<file path="src/rtl/ahb_lite_bus_matrix_mux_pkg.sv">
// rtl/ahb_lite_bus_matrix_mux_pkg.sv - shared AHB-Lite types and constants for the bus matrix mux
//
// Purpose: transfer-type and response encodings, default-slave FSM state type,
//          the default-slave read data pattern and an "active transfer" helper.
// Ports:   none (package).

package ahb_lite_bus_matrix_mux_pkg;

  typedef enum logic [1:0] {
    IDLE   = 2'b00,
    BUSY   = 2'b01,
    NONSEQ = 2'b10,
    SEQ    = 2'b11
  } htrans_t;

  localparam logic HRESP_OKAY  = 1'b0;
  localparam logic HRESP_ERROR = 1'b1;

  typedef enum logic [1:0] {
    DS_IDLE = 2'b00,
    DS_ERR1 = 2'b01,
    DS_ERR2 = 2'b10
  } ds_state_t;

  localparam logic [31:0] DEADBEEF = 32'hDEADBEEF;

  // NONSEQ and SEQ carry data; IDLE and BUSY must get a zero-wait OKAY.
  function automatic logic is_active(input logic [1:0] trans);
    return (trans == NONSEQ) || (trans == SEQ);
  endfunction

endpackage

</file>
<file path="src/rtl/ahb_lite_bus_matrix_mux_if.sv">
// rtl/ahb_lite_bus_matrix_mux_if.sv - AHB-Lite master/slave-side signal bundle for the bus matrix mux
//
// Purpose: groups the master address/control, per-slave responses and the
//          muxed response back to the master.
// Signals: HADDR, HTRANS                 master address phase
//          HSEL_SIGNALS                  one-hot slave select (from mux)
//          HREADYOUT_SIGNALS, HRESP_SIGNALS, HRDATA_SIGNALS  per-slave responses,
//                                        slave i read data at [i*DATA_W +: DATA_W]
//          HREADY, HRESP, HRDATA         muxed response to master
// Modports: slave  - the interconnect (acts as the master's slave)
//           master - the environment: master plus the real slaves

interface ahb_lite_bus_matrix_mux_if #(
  parameter int NUM_SLAVES = 4,
  parameter int ADDR_W     = 32,
  parameter int DATA_W     = 32
);

  logic [ADDR_W-1:0]            HADDR;
  logic [1:0]                   HTRANS;
  logic [NUM_SLAVES-1:0]        HSEL_SIGNALS;
  logic [NUM_SLAVES-1:0]        HREADYOUT_SIGNALS;
  logic [NUM_SLAVES-1:0]        HRESP_SIGNALS;
  logic [NUM_SLAVES*DATA_W-1:0] HRDATA_SIGNALS;
  logic                         HREADY;
  logic                         HRESP;
  logic [DATA_W-1:0]            HRDATA;

  modport slave (
    input  HADDR, HTRANS, HREADYOUT_SIGNALS, HRESP_SIGNALS, HRDATA_SIGNALS,
    output HSEL_SIGNALS, HREADY, HRESP, HRDATA
  );

  modport master (
    output HADDR, HTRANS, HREADYOUT_SIGNALS, HRESP_SIGNALS, HRDATA_SIGNALS,
    input  HSEL_SIGNALS, HREADY, HRESP, HRDATA
  );

endinterface

</file>
<file path="src/rtl/ahb_lite_bus_matrix_mux_default_slave.sv">
// rtl/ahb_lite_bus_matrix_mux_default_slave.sv - default slave answering unmapped transfers with ERROR
//
// Purpose: two-cycle AHB ERROR response for active transfers that hit no slave,
//          plus a saturating count of such transfers.
// Ports:   HCLK, HRESET     clock, synchronous active-high reset
//          HSEL             address phase hit no real slave
//          HTRANS           master transfer type
//          HREADY           bus HREADY; an address is accepted only when high
//          HREADYOUT, HRESP registered default-slave response
//          err_count        saturating unmapped-transfer count

module ahb_default_slave
  import ahb_lite_bus_matrix_mux_pkg::*;
#(
  parameter int ERRCNT_W = 16
) (
  input  logic                HCLK,
  input  logic                HRESET,
  input  logic                HSEL,
  input  logic [1:0]          HTRANS,
  input  logic                HREADY,
  output logic                HREADYOUT,
  output logic                HRESP,
  output logic [ERRCNT_W-1:0] err_count
);

  ds_state_t state;
  logic      take_err;

  assign take_err = HREADY & HSEL & is_active(HTRANS);

  always_ff @(posedge HCLK) begin
    if (HRESET) begin
      state     <= DS_IDLE;
      HREADYOUT <= 1'b1;
      HRESP     <= HRESP_OKAY;
      err_count <= '0;
    end else begin
      case (state)
        // DS_ERR2 is the last data-phase cycle, so a new address may be
        // accepted there exactly as in DS_IDLE; anything else returns to idle,
        // which also covers a master aborting to IDLE.
        DS_IDLE, DS_ERR2: begin
          if (take_err) begin
            state     <= DS_ERR1;
            HREADYOUT <= 1'b0;
            HRESP     <= HRESP_ERROR;
            if (err_count != '1) err_count <= err_count + ERRCNT_W'(1);
          end else begin
            state     <= DS_IDLE;
            HREADYOUT <= 1'b1;
            HRESP     <= HRESP_OKAY;
          end
        end
        DS_ERR1: begin
          state     <= DS_ERR2;
          HREADYOUT <= 1'b1;
          HRESP     <= HRESP_ERROR;
        end
        default: begin
          state     <= DS_IDLE;
          HREADYOUT <= 1'b1;
          HRESP     <= HRESP_OKAY;
        end
      endcase
    end
  end

endmodule

</file>
<file path="src/rtl/ahb_lite_bus_matrix_mux.sv">
// rtl/ahb_lite_bus_matrix_mux.sv - AHB-Lite single-master decoder, response mux and default slave
//
// Purpose: decodes HADDR against a base/mask map (lowest index wins), tracks
//          the data-phase owner and muxes its response back to the master;
//          unmapped active transfers are answered by the default slave.
// Ports:   HCLK, HRESET  clock, synchronous active-high reset
//          bus           ahb_lite_bus_matrix_mux_if.slave bundle
//          err_count     saturating count of unmapped active transfers

module ahb_lite_bus_matrix_mux
  import ahb_lite_bus_matrix_mux_pkg::*;
#(
  parameter int NUM_SLAVES = 4,
  parameter int ADDR_W     = 32,
  parameter int DATA_W     = 32,
  parameter logic [NUM_SLAVES*ADDR_W-1:0] SLAVE_BASE =
    {32'h8000_0000, 32'h0000_1000, 32'h4000_0000, 32'h0000_0000},
  parameter logic [NUM_SLAVES*ADDR_W-1:0] SLAVE_MASK =
    {32'hF000_0000, 32'hFFFF_F000, 32'hF000_0000, 32'hC000_0000},
  parameter int ERRCNT_W   = 16
) (
  input  logic                HCLK,
  input  logic                HRESET,
  ahb_lite_bus_matrix_mux_if.slave bus,
  output logic [ERRCNT_W-1:0] err_count
);

  localparam logic [NUM_SLAVES:0] DEFAULT_SEL = {1'b1, {NUM_SLAVES{1'b0}}};

  logic [NUM_SLAVES-1:0] match;
  logic [NUM_SLAVES-1:0] hsel;
  logic                  no_match;
  logic [NUM_SLAVES:0]   sel_q;
  logic                  hready;
  logic                  hresp;
  logic [DATA_W-1:0]     hrdata;
  logic                  ds_hreadyout;
  logic                  ds_hresp;

  for (genvar i = 0; i < NUM_SLAVES; i++) begin : g_decode
    assign match[i] = (bus.HADDR & SLAVE_MASK[i*ADDR_W +: ADDR_W])
                      == SLAVE_BASE[i*ADDR_W +: ADDR_W];
  end

  // Walk from the top index down so the lowest matching slave is written last.
  always_comb begin
    hsel = '0;
    for (int i = NUM_SLAVES - 1; i >= 0; i--) begin
      if (match[i]) begin
        hsel    = '0;
        hsel[i] = 1'b1;
      end
    end
  end

  assign no_match         = ~|match;
  assign bus.HSEL_SIGNALS = hsel;

  // Data-phase owner: follows the address phase only when the bus is ready.
  always_ff @(posedge HCLK) begin
    if (HRESET) begin
      sel_q <= DEFAULT_SEL;
    end else if (hready) begin
      sel_q <= {no_match, hsel};
    end
  end

  ahb_default_slave #(
    .ERRCNT_W (ERRCNT_W)
  ) u_default_slave (
    .HCLK      (HCLK),
    .HRESET    (HRESET),
    .HSEL      (no_match),
    .HTRANS    (bus.HTRANS),
    .HREADY    (hready),
    .HREADYOUT (ds_hreadyout),
    .HRESP     (ds_hresp),
    .err_count (err_count)
  );

  // Anything other than a single real-slave bit (default bit or a corrupt
  // select) is answered by the default slave.
  always_comb begin
    hready = ds_hreadyout;
    hresp  = ds_hresp;
    hrdata = DATA_W'(DEADBEEF);
    if ($onehot(sel_q)) begin
      for (int i = 0; i < NUM_SLAVES; i++) begin
        if (sel_q[i]) begin
          hready = bus.HREADYOUT_SIGNALS[i];
          hresp  = bus.HRESP_SIGNALS[i];
          hrdata = bus.HRDATA_SIGNALS[i*DATA_W +: DATA_W];
        end
      end
    end
  end

  assign bus.HREADY = hready;
  assign bus.HRESP  = hresp;
  assign bus.HRDATA = hrdata;

endmodule

</file>
<file path="src/flat_wrapper.sv">
// flat-port wrapper written by rule: the top's interface ports become plain ports
module ahb_lite_bus_matrix_mux_flat import ahb_lite_bus_matrix_mux_pkg::*;
#(
  parameter int NUM_SLAVES = 4,
  parameter int ADDR_W     = 32,
  parameter int DATA_W     = 32,
  parameter logic [NUM_SLAVES*ADDR_W-1:0] SLAVE_BASE =
    {32'h8000_0000, 32'h0000_1000, 32'h4000_0000, 32'h0000_0000},
  parameter logic [NUM_SLAVES*ADDR_W-1:0] SLAVE_MASK =
    {32'hF000_0000, 32'hFFFF_F000, 32'hF000_0000, 32'hC000_0000},
  parameter int ERRCNT_W   = 16
)
  (HCLK, HRESET, err_count, bus_HADDR, bus_HTRANS, bus_HREADYOUT_SIGNALS, bus_HRESP_SIGNALS, bus_HRDATA_SIGNALS, bus_HSEL_SIGNALS, bus_HREADY, bus_HRESP, bus_HRDATA);
  ahb_lite_bus_matrix_mux_if #(.NUM_SLAVES(NUM_SLAVES), .ADDR_W(ADDR_W), .DATA_W(DATA_W)) bus_i ();
  input  logic HCLK;
  input  logic HRESET;
  output logic [ERRCNT_W-1:0] err_count;
  input wire logic [$bits(bus_i.HADDR)-1:0] bus_HADDR;
  input wire logic [$bits(bus_i.HTRANS)-1:0] bus_HTRANS;
  input wire logic [$bits(bus_i.HREADYOUT_SIGNALS)-1:0] bus_HREADYOUT_SIGNALS;
  input wire logic [$bits(bus_i.HRESP_SIGNALS)-1:0] bus_HRESP_SIGNALS;
  input wire logic [$bits(bus_i.HRDATA_SIGNALS)-1:0] bus_HRDATA_SIGNALS;
  output wire logic [$bits(bus_i.HSEL_SIGNALS)-1:0] bus_HSEL_SIGNALS;
  output wire logic [$bits(bus_i.HREADY)-1:0] bus_HREADY;
  output wire logic [$bits(bus_i.HRESP)-1:0] bus_HRESP;
  output wire logic [$bits(bus_i.HRDATA)-1:0] bus_HRDATA;
  assign bus_i.HADDR = bus_HADDR;
  assign bus_i.HTRANS = bus_HTRANS;
  assign bus_i.HREADYOUT_SIGNALS = bus_HREADYOUT_SIGNALS;
  assign bus_i.HRESP_SIGNALS = bus_HRESP_SIGNALS;
  assign bus_i.HRDATA_SIGNALS = bus_HRDATA_SIGNALS;
  assign bus_HSEL_SIGNALS = bus_i.HSEL_SIGNALS;
  assign bus_HREADY = bus_i.HREADY;
  assign bus_HRESP = bus_i.HRESP;
  assign bus_HRDATA = bus_i.HRDATA;
  ahb_lite_bus_matrix_mux #(.NUM_SLAVES(NUM_SLAVES), .ADDR_W(ADDR_W), .DATA_W(DATA_W), .SLAVE_BASE(SLAVE_BASE), .SLAVE_MASK(SLAVE_MASK), .ERRCNT_W(ERRCNT_W)) u_core (.HCLK(HCLK), .HRESET(HRESET), .bus(bus_i), .err_count(err_count));
endmodule
</file>
<file path="config.mk">
export PLATFORM = sky130hd
export DESIGN_NAME = ahb_lite_bus_matrix_mux_flat
export DESIGN_NICKNAME = d
export VERILOG_FILES = /design/src/rtl/ahb_lite_bus_matrix_mux_pkg.sv /design/src/rtl/ahb_lite_bus_matrix_mux_if.sv /design/src/rtl/ahb_lite_bus_matrix_mux_default_slave.sv /design/src/rtl/ahb_lite_bus_matrix_mux.sv /design/src/flat_wrapper.sv
export SDC_FILE = /design/constraint.sdc
export NUM_CORES = 1
export LEC_CHECK = 0
export BUFFER_PORTS_ARGS = -buffer_cell sky130_fd_sc_hd__buf_2
export CAP_MARGIN = 20
export CORE_ASPECT_RATIO = 0.5
export CORE_UTILIZATION = 35
export DETAILED_ROUTE_END_ITERATION = 7
export PLACE_DENSITY_LB_ADDON = 0.05
export SLEW_MARGIN = 20
export SYNTH_ARGS = -nofsm -noshare
export SYNTH_HDL_FRONTEND = slang
export SYNTH_HIERARCHICAL = 1
export SYNTH_SLANG_ARGS = --single-unit
</file>
<file path="constraint.sdc">
create_clock -name HCLK -period 4.2 [get_ports HCLK]
set_clock_uncertainty 0.15 [all_clocks]
set_input_delay 0.84 -clock HCLK [delete_from_list [all_inputs] [get_ports HCLK]]
set_output_delay 0.84 -clock HCLK [all_outputs]
set_load 0.01 [all_outputs]
</file>
==> impl_metrics.py <==
metrics = {
    "floorplanning": {
        "coreArea_mm2": 0.00686,
        "num_rows": 21,
        "die_w_um": 123,
        "die_area_mm2": 0.00763,
        "ioPinCount": 226,
        "start_util_pct": 37.1,
        "die_h_um": 62.3,
    },
    "synth": {
        "postSynthNetCount": 547,
        "syn_inst": 371,
        "yosysTopAreaCell": "dfxtp_1",
        "synth.distinct_cells": 45,
        "synth_top_area_share_pct": 19.7,
        "ys_ff_latch": 25,
        "ys_top_cells_by_count": "56 x inv_1, 36 x nor2_1, 25 x dfxtp_1",
        "synth_ff_type": "dfxtp_1",
        "synthMostInstantiatedCell": "inv_1",
        "avgSynthCellArea_um2": 6.85,
        "ys_seq_area_share_pct": 19.7,
        "synth.area.top_cells": "dfxtp_1 20%, inv_1 8.3%, a221oi_1 8.3%",
        "ys_async_sr_fraction_pct": 0,
        "netlist_area_mm2": 0.00254,
        "synth_edf_count": 0,
        "yosysWarnings": 6,
    },
    "power_and_ir_drop": {
        "p_sw_share_pct": 43.7,
        "combPwrFrac_pct": 65.0,
        "total_leakage_power_nw": 1.73,
        "powerDensity_mw_per_mm2": 391,
        "peakVddDrop_mv": 0.222,
        "p_seq_share_pct": 20.1,
        "clkPwrFrac_pct": 14.9,
        "p_switching_mw": 0.624,
        "internal_power_mw": 0.806,
    },
    "place": {
        "postPlaceCellArea_mm2": 0.00358,
        "hpwlAfterDp_um": 6410,
        "gp_congestion": 0.819,
        "pre_cts_ws_ns": 0.300,
        "io_buffers": 195,
        "place_inst": 634,
    },
    "sta": {
        "min_period_over_period_pct": 94.4,
        "drv_slew": 0,
        "max_freq_mhz": 252,
        "holdWs_ns": 0.246,
        "finalHoldViolations": 0,
        "rsz0062_at_grt": "false",
        "tns_ns": 0,
        "tightest_slew_ns": 0.660,
        "worst_slack_ns": 0.234,
        "layout_min_cycle_time_ns": 3.97,
        "finalSetupViolCount": 0,
        "relSlewSlack_pct": 56.0,
    },
    "worst_setup_path": {
        "worstSetupStartpointType": "register",
        "cp_slowest_cell": "fa_1",
        "cpPeakStageDelay_ns": 0.53,
        "critPathKind": "register to primary output",
        "arrival_ns": 2.98,
        "path_cells": "inv_1, fa_1, inv_1, fa_1, ha_1, nor3b_4, buf_4, nand3_1, o311ai_0, buf_2",
        "cp_data_required_time_ns": 3.21,
        "crit_fanout": 25,
        "cp-end-kind": "primary output",
    },
    "cts": {
        "clk_latency_ns": 0.26,
        "cts-buffers-inserted": 3,
        "cts_setup_buffers": 0,
        "clockBufferDepth": 2,
        "cts.sinks": 25,
        "hold_buffers": 0,
        "path_clk_slew_ns": 0.06,
        "clockRootBuffer": "clkbuf_16",
        "htree_levels": 1,
        "cts_resized": 0,
        "cts_tree": "built",
    },
    "drt": {
        "drt_iter0_markers": 217,
        "wl_um": 8670,
        "ant_nets": 0,
        "drc": 0,
        "wire_per_inst_um": 13.6,
        "dr.pass1.iters": 6,
        "num_vias": 3262,
        "vias_per_cell": 5.11,
    },
    "run_status": {
        "outcome": "completed",
    },
    "flow_run": {
        "max_cap_viol_count": 0,
    },
    "cells_and_area": {
        "instances_no_fill": 638,
        "diodes": 0,
        "n_fill_cell": 738,
        "area_delta_synth_final_pct": 44.1,
        "drive_above_1_share_pct": 41.2,
        "postLayoutCellArea_mm2": 0.00366,
        "nets": 723,
    },
    "global_route": {
        "grt_usage_pct": 21.8,
        "antenna_found_initial": 0,
        "grt_pass1_vias": 2786,
        "grt_pass1_wl_um": 13600,
        "overflow": 0,
        "grt_max_degree": 70,
    },
    "min_path": {
        "min_path_type": "register to register",
    },
}
cell usage in the layout (no fill, tap or decap), drive strengths merged, types with 2 or more instances in the layout:
master,synthesis,final
or3,4,4
inv,56,56
a221oi,24,24
nor2b,6,6
nor4,6,6
or2,3,3
clkinv,1,2
nand2b,12,12
nand4,5,5
or4,7,7
mux2,6,6
mux2i,6,6
a221o,8,8
clkbuf,19,3
fa,2,2
a21oi,21,21
nand3,15,15
dfxtp,25,25
ha,2,2
nand2,15,15
o21ai,30,30
buf,15,205
o31ai,8,8
nor3,2,2
a211oi,24,24
nor3b,3,3
nor2,36,36
sequential cells by signal, summed over array words and instances (netlist names):
register	flops
u_core/u_default_slave/HRESP	1
u_core/u_default_slave/state	2
u_core/sel_q	5
u_core/u_default_slave/err_count	16
u_core/u_default_slave/HREADYOUT	1
critical path: cells and delay by family (launching register included):
family | cells | cell delay (ns)
DFF | 1 | 0.42
buffers and inverters | 4 | 0.64
and+or+nand+nor | 2 | 0.32
adders and majority gates | 3 | 1.22
AOI/OAI and AO/OA | 1 | 0.11
power by group through the flow:
stage / clock (mW) / combinational [mW] / sequential [mW]
floorplan: 0 / 0.609 / 0.290
global placement: 0 / 0.932 / 0.294
detailed placement: 0 / 0.936 / 0.294
CTS: 0.218 / 0.938 / 0.289
global route: 0.228 / 1.03 / 0.292
finish: 0.213 / 0.929 / 0.288
area by class of cell:
| class | count | area (µm²) | share of cell area [%] |
|---|---|---|---|
| clock inverter | 1 | 5.00 | 0.137 |
| multi-input combinational | 255 | 1700 | 46.4 |
| tap | 92 | 115 | 3.14 |
| clock buffer | 3 | 75.1 | 2.05 |
| timing repair buffer | 205 | 1050 | 28.7 |
| inverter | 57 | 215 | 5.88 |
| sequential | 25 | 502 | 13.7 |
stage by stage:
step	util, %	total power, mW
final	53.4	1.43
after global routing	53.4	1.55
after CTS	53.4	1.45
after detailed placement	52.2	1.23
after global placement	52.2	1.23
after floorplan	-	0.900
routing by layer:
| layer | track usage [%] | vias up | wire length (µm) |
|---|---|---|---|
| met5 | 0 | - | 0 |
| met1 | 28.4 | 1486 | 3860 |
| li1 | - | 1687 | - |
| met2 | 38.6 | 85 | 4310 |
| met4 | 4.57 | 0 | 51 |
| met3 | 2.11 | 4 | 450 |
final timing paths:
path | from | to | slack [ns] | depth (start not counted)
setup reg to reg | u_core/sel_q[0] | u_core/u_default_slave/err_count[15] | 0.28 | 12
hold / removal | u_core/u_default_slave/state[1] | u_core/u_default_slave/state[1] | 0.25 | 1
setup / recovery | u_core/sel_q[0] | bus_HRESP | 0.23 | 10
hold reg to reg | u_core/u_default_slave/state[1] | u_core/u_default_slave/state[1] | 0.25 | 1
kinds of logic after synthesis:
| logic type | count (synthesis) | synth area share, % |
|---|---|---|
| compound gates | 118 | 32.7 |
| fa+ha+maj | 4 | 2.56 |
| buf+inv | 91 | 14.2 |
| flops | 25 | 19.7 |
| mux | 12 | 5.17 |
| other cells | 1 | 0.148 |
| simple gates | 120 | 25.5 |
(Power assumes the default switching activity.)
